[src/rtl/linear_layer_start_fifo_ctrl.sv]
// -----------------------------------------------------------------------------
// linear_layer_start_fifo_ctrl
//   First-word fall-through FIFO controller built on shift-register storage.
//   New tokens enter at entry[0] and ripple upward on each accepted write.
//   The oldest token is always found at entry[count-1].
//
// Parameters
//   DATA_WIDTH : width of each stored token
//   ADDR_WIDTH : index width, DEPTH <= 2**ADDR_WIDTH
//   DEPTH      : maximum number of stored tokens (>= 1)
//
// Ports
//   clk         in   single clock, rising edge
//   reset       in   asynchronous active-high reset
//   if_write_ce in   write-side clock enable
//   if_write    in   producer write request
//   if_din      in   producer token
//   if_full_n   out  high when a write can be accepted (registered)
//   if_read_ce  in   read-side clock enable
//   if_read     in   consumer read request
//   if_dout     out  oldest stored token (valid while if_empty_n is high)
//   if_empty_n  out  high when if_dout holds a valid token (registered)
//   usedw       out  current occupancy 0..DEPTH
//   err_ovf     out  sticky: write attempted while full
//   err_udf     out  sticky: read attempted while empty
// -----------------------------------------------------------------------------
module linear_layer_start_fifo_ctrl #(
  parameter int DATA_WIDTH = 1,
  parameter int ADDR_WIDTH = 1,
  parameter int DEPTH      = 2
) (
  input  logic                  clk,
  input  logic                  reset,
  input  logic                  if_write_ce,
  input  logic                  if_write,
  input  logic [DATA_WIDTH-1:0] if_din,
  output logic                  if_full_n,
  input  logic                  if_read_ce,
  input  logic                  if_read,
  output logic [DATA_WIDTH-1:0] if_dout,
  output logic                  if_empty_n,
  output logic [ADDR_WIDTH:0]   usedw,
  output logic                  err_ovf,
  output logic                  err_udf
);

  localparam logic [ADDR_WIDTH:0] LP_DEPTH = (ADDR_WIDTH+1)'(DEPTH);
  localparam logic [ADDR_WIDTH:0] LP_ZERO  = {(ADDR_WIDTH+1){1'b0}};
  localparam logic [ADDR_WIDTH:0] LP_ONE   = {{ADDR_WIDTH{1'b0}}, 1'b1};

  logic [DATA_WIDTH-1:0] r_mem [DEPTH];
  logic [ADDR_WIDTH:0]   r_count;
  logic                  r_empty_n;
  logic                  r_full_n;
  logic                  r_err_ovf;
  logic                  r_err_udf;

  logic                  w_push;
  logic                  w_pop;
  logic                  w_ovf_evt;
  logic                  w_udf_evt;
  logic [ADDR_WIDTH:0]   w_count_nxt;
  logic [DATA_WIDTH-1:0] w_dout;

  // Handshake qualification uses the registered flags, so a pop in the same
  // cycle never frees room for a push while full (producer retries next cycle).
  assign w_push    = if_write & if_write_ce & r_full_n;
  assign w_pop     = if_read  & if_read_ce  & r_empty_n;
  assign w_ovf_evt = if_write & if_write_ce & ~r_full_n;
  assign w_udf_evt = if_read  & if_read_ce  & ~r_empty_n;

  // Next occupancy: push and pop together leave the count unchanged.
  always_comb begin
    w_count_nxt = r_count;
    case ({w_push, w_pop})
      2'b10:   w_count_nxt = r_count + LP_ONE;
      2'b01:   w_count_nxt = r_count - LP_ONE;
      default: w_count_nxt = r_count;
    endcase
  end

  // Control state: occupancy, registered status flags and sticky error flags.
  always_ff @(posedge clk or posedge reset) begin
    if (reset) begin
      r_count   <= LP_ZERO;
      r_empty_n <= 1'b0;
      r_full_n  <= 1'b1;
      r_err_ovf <= 1'b0;
      r_err_udf <= 1'b0;
    end else begin
      r_count   <= w_count_nxt;
      // Flags are derived from the next count so they line up with usedw.
      r_empty_n <= (w_count_nxt != LP_ZERO);
      r_full_n  <= (w_count_nxt != LP_DEPTH);
      r_err_ovf <= r_err_ovf | w_ovf_evt;
      r_err_udf <= r_err_udf | w_udf_evt;
    end
  end

  // Shift storage, intentionally not reset: a push loads entry[0] and moves
  // every entry one slot toward the read end.
  always_ff @(posedge clk) begin
    if (w_push) begin
      r_mem[0] <= if_din;
      for (int i = 1; i < DEPTH; i++) begin
        r_mem[i] <= r_mem[i-1];
      end
    end
  end

  // Read mux: select entry[count-1]; output is zero when empty (don't-care).
  always_comb begin
    w_dout = {DATA_WIDTH{1'b0}};
    for (int i = 0; i < DEPTH; i++) begin
      w_dout = w_dout |
               ({DATA_WIDTH{r_count == (ADDR_WIDTH+1)'(i + 1)}} & r_mem[i]);
    end
  end

  assign if_dout    = w_dout;
  assign if_empty_n = r_empty_n;
  assign if_full_n  = r_full_n;
  assign usedw      = r_count;
  assign err_ovf    = r_err_ovf;
  assign err_udf    = r_err_udf;

endmodule
[config.mk]
export PLATFORM = sky130hd
export DESIGN_NAME = linear_layer_start_fifo_ctrl
export DESIGN_NICKNAME = d
export VERILOG_FILES = /design/src/rtl/linear_layer_start_fifo_ctrl.sv
export SDC_FILE = /design/constraint.sdc
export NUM_CORES = 1
export LEC_CHECK = 0
export CAP_MARGIN = 20
export CORE_AREA = 2 2 39 41
export CTS_CLUSTER_DIAMETER = 50
export CTS_CLUSTER_SIZE = 25
export DETAILED_ROUTE_END_ITERATION = 7
export DIE_AREA = 0 0 41 43
export HOLD_SLACK_MARGIN = 0.03
export PLACE_DENSITY_LB_ADDON = 0.3
export SYNTH_ARGS = -nofsm -noshare
export SYNTH_HDL_FRONTEND = slang
export SYNTH_SLANG_ARGS = --single-unit
[constraint.sdc]
create_clock -name clk -period 1.7 [get_ports clk]
set_input_delay 0.255 -clock clk [delete_from_list [all_inputs] [get_ports clk]]
set_output_delay 0.255 -clock clk [all_outputs]
set_load 0.005 [all_outputs]
==> results_dict.tcl <==
set metrics [dict create \
    status "complete, no violations" \
    cts_buffers 3 \
    grt_overflow 0 \
    max_stage_delay_ns 0.50 \
    worst_pin_slew_ns 0.265 \
    fin_nets 75 \
    end_kind "flop" \
    fmaxAchievable_mhz 603 \
    place_congestion 0.728 \
    mappedNetlistArea_um2 420 \
    p_leak_uw 0.000312 \
    syn_nets 48 \
    n_antenna_cell 0 \
    drc 0 \
    yosysTopAreaCellShare_pct 29.8 \
    whs_ns 0.214 \
    p_sw_share_pct 30.1 \
    power.share.clock_pct 17.5 \
    antenna_found_initial 0 \
    synthTopCellsByCount "6 x inv_1, 5 x dfrtp_1, 4 x ha_1, 3 x nand2_1" \
    die_x_um 41 \
    synth_edf_count 2 \
    p_comb_share_pct 50.7 \
    die_area_um2 1760 \
    finalPower_uw 949 \
    first_pass_iters 4 \
    placed_cells 74 \
    num_io_pins 14 \
    syn_to_final_growth_pct 64.3 \
    critical_path.max_fanout 3 \
    crit_chain "clkdlybuf4s50_1 > and3_4 > inv_1 > ha_2 > or4b_1 > o311a_1" \
    seqPwrFrac_pct 31.9 \
    drive_gt1_share_pct 34.9 \
    fin_skew_ns 0.00605 \
    portBuffers 13 \
    yosysSeqAreaShare_pct 50.3 \
    ctsHtreeMaxLevel 1 \
    vdd_drop_max_v 0.000625 \
    ys_ff_latch 8 \
    cts_tree "built" \
    start_util_pct 30.4 \
    intPower_uw 663 \
    final_cells 79 \
    setup-violations-final 0 \
    syn_avg_cell_area_um2 11.4 \
    coreArea_um2 1380 \
    period_needed_ns 1.66 \
    synth_most_common_cell "inv_1" \
    clock_latency_ns 0.26 \
    hold_buffers 0 \
    critPathSlowestCell "or4b_1" \
    grt_start_max_net_pins 9 \
    hpwl_um 655 \
    cp_data_arrival_time_ns 1.80 \
    synthFlopType "dfrtp_1" \
    ant_nets 0 \
    maxSlewHeadroom_pct 82.3 \
    worstSetupPathType "primary input to flop" \
    cts_root_buf "clkbuf_4" \
    pwr_density_cell_nw_per_um2 1370 \
    setup.worst_path.start_class "primary input" \
    synth_top_cell_by_area "dfrtp_1" \
    p_switching_uw 286 \
    grt_pass1_vias 291 \
    viasPerCell 4.46 \
    post_drt_wl_per_cell_um 10.8 \
    path_clk_slew_ns 0.06 \
    rsz0062_at_grt "no" \
    hp-class "primary input to asynchronous set/reset pin" \
    via_count 352 \
    synth.area.top_cells "dfrtp_1 30%, edfxtp_1 14%, ha_1 12%, dfstp_2 6.3%, inv_1 5.4%" \
    required_ns 1.84 \
    drv_cap 0 \
    ff2ff_setup_slack_ns 0.09 \
    maxSlewViolCount 0 \
    die_y_um 43 \
    grt_pass1_wl_mm 1.28 \
    numClockSinks 8 \
    finalSetupTns_ns 0 \
    drt_wl_total_um 854 \
    hold_viol 0 \
    yosysWarnings 0 \
    fp-row-count 14 \
    ys_async_sr_fraction_pct 75.0 \
    cts_max_path_buffers 2 \
    nFillCells 130 \
    synth_cells 37 \
    first_iter_violations 7 \
    grtUsageTotal_pct 11.6 \
    ys_types 20 \
    layout_worst_path_cycle_share_pct 97.5 \
]
state kept, by name (all words and copies together) (netlist names):
name        flops
err_udf         1
err_ovf         1
r_mem           2
if_empty_n      1
usedw           2
if_full_n       1
final timing paths:
path,from,endpoint,depth (start not counted)
setup reg to reg,if_full_n$_DFF_PP1_,if_empty_n$_DFF_PP0_,4
min in group clk,err_ovf$_DFF_PP0_,err_ovf$_DFF_PP0_,1
max in group asynchronous,reset,if_full_n$_DFF_PP1_,2
setup / recovery,if_read,if_empty_n$_DFF_PP0_,6
hold reg to reg,err_ovf$_DFF_PP0_,err_ovf$_DFF_PP0_,1
hold / removal,reset,usedw[1]$_DFF_PP0_,2
power by group through the flow:
stage	clock network (µW)	registers (µW)	logic, µW
floorplan	0	322	188
global placement	0	310	453
detailed placement	0	308	458
CTS	175	301	487
global route	192	312	522
finish	166	302	481
what timing repair did:
item	in CTS	in global routing
pin swaps	1	1
cloned	0	0
buffers inserted	1	0
gates resized for setup	3	3
endpoints found under the setup margin	2	1
layout make-up:
| type | count | area (µm²) | share of cell area (%) |
|---|---|---|---|
| Sequential cell | 8 | 211 | 30.6 |
| Timing Repair Buffer | 22 | 199 | 28.8 |
| Tap cell | 16 | 20.0 | 2.90 |
| Inverter | 6 | 22.5 | 3.26 |
| Clock buffer | 4 | 26.3 | 3.80 |
| Multi-Input combinational cell | 23 | 211 | 30.6 |
critical path: cells and delay by family:
family | cells | cell delay (ns)
adders and majority gates | 1 | 0.18
buffers and inverters | 2 | 0.53
AOI/OAI and AO/OA | 1 | 0.13
and+or+nand+nor | 2 | 0.70
cells by family after synthesis:
family,count (synthesis),share of synthesized area [%]
buf+inv,6,5.36
mux,2,5.36
flops,8,50.3
compound gates,7,12.5
fa+ha+maj,4,11.9
simple gates,10,14.6
cells in the final DEF (no fill, tap or decap):
cell type	Yosys	final
and3b_2	1	1
buf_4	0	9
ha_1	4	2
dlymetal6s2s_1	0	1
or3b_2	1	1
dlygate4sd2_1	0	1
o21bai_1	2	2
ha_4	0	1
o21ai_0	1	1
nor2_1	1	1
dfstp_2	1	1
clkdlybuf4s50_1	0	11
a31oi_1	1	1
or4b_1	1	1
o311a_1	1	1
and3_4	0	1
a21boi_0	1	1
mux2_2	2	2
edfxtp_1	2	2
clkbuf_4	0	3
nand3_2	0	1
a22o_1	1	1
or2_2	1	1
nand2_1	3	3
inv_1	6	6
ha_2	0	1
clkbuf_1	0	1
dfrtp_1	5	5
per-stage QoR:
stage	instance area, µm²	util, %	worst slack [ns]
final	691	49.9	0.0420
after global routing	691	49.9	0.000668
after CTS	681	49.2	0.0168
after detailed placement	631	45.6	-0.230
after global placement	631	45.6	-0.212
after floorplan	420	-	0.0177
routing by layer:
| layer | wire length, µm | vias up | GRT usage, % |
|---|---|---|---|
| met5 | 0 | - | 0 |
| met4 | 12 | 0 | 6.00 |
| met3 | 72 | 2 | 6.28 |
| met2 | 377 | 12 | 15.3 |
| met1 | 392 | 153 | 14.9 |
| li1 | - | 185 | - |
Power figures use the tool's default switching activity.
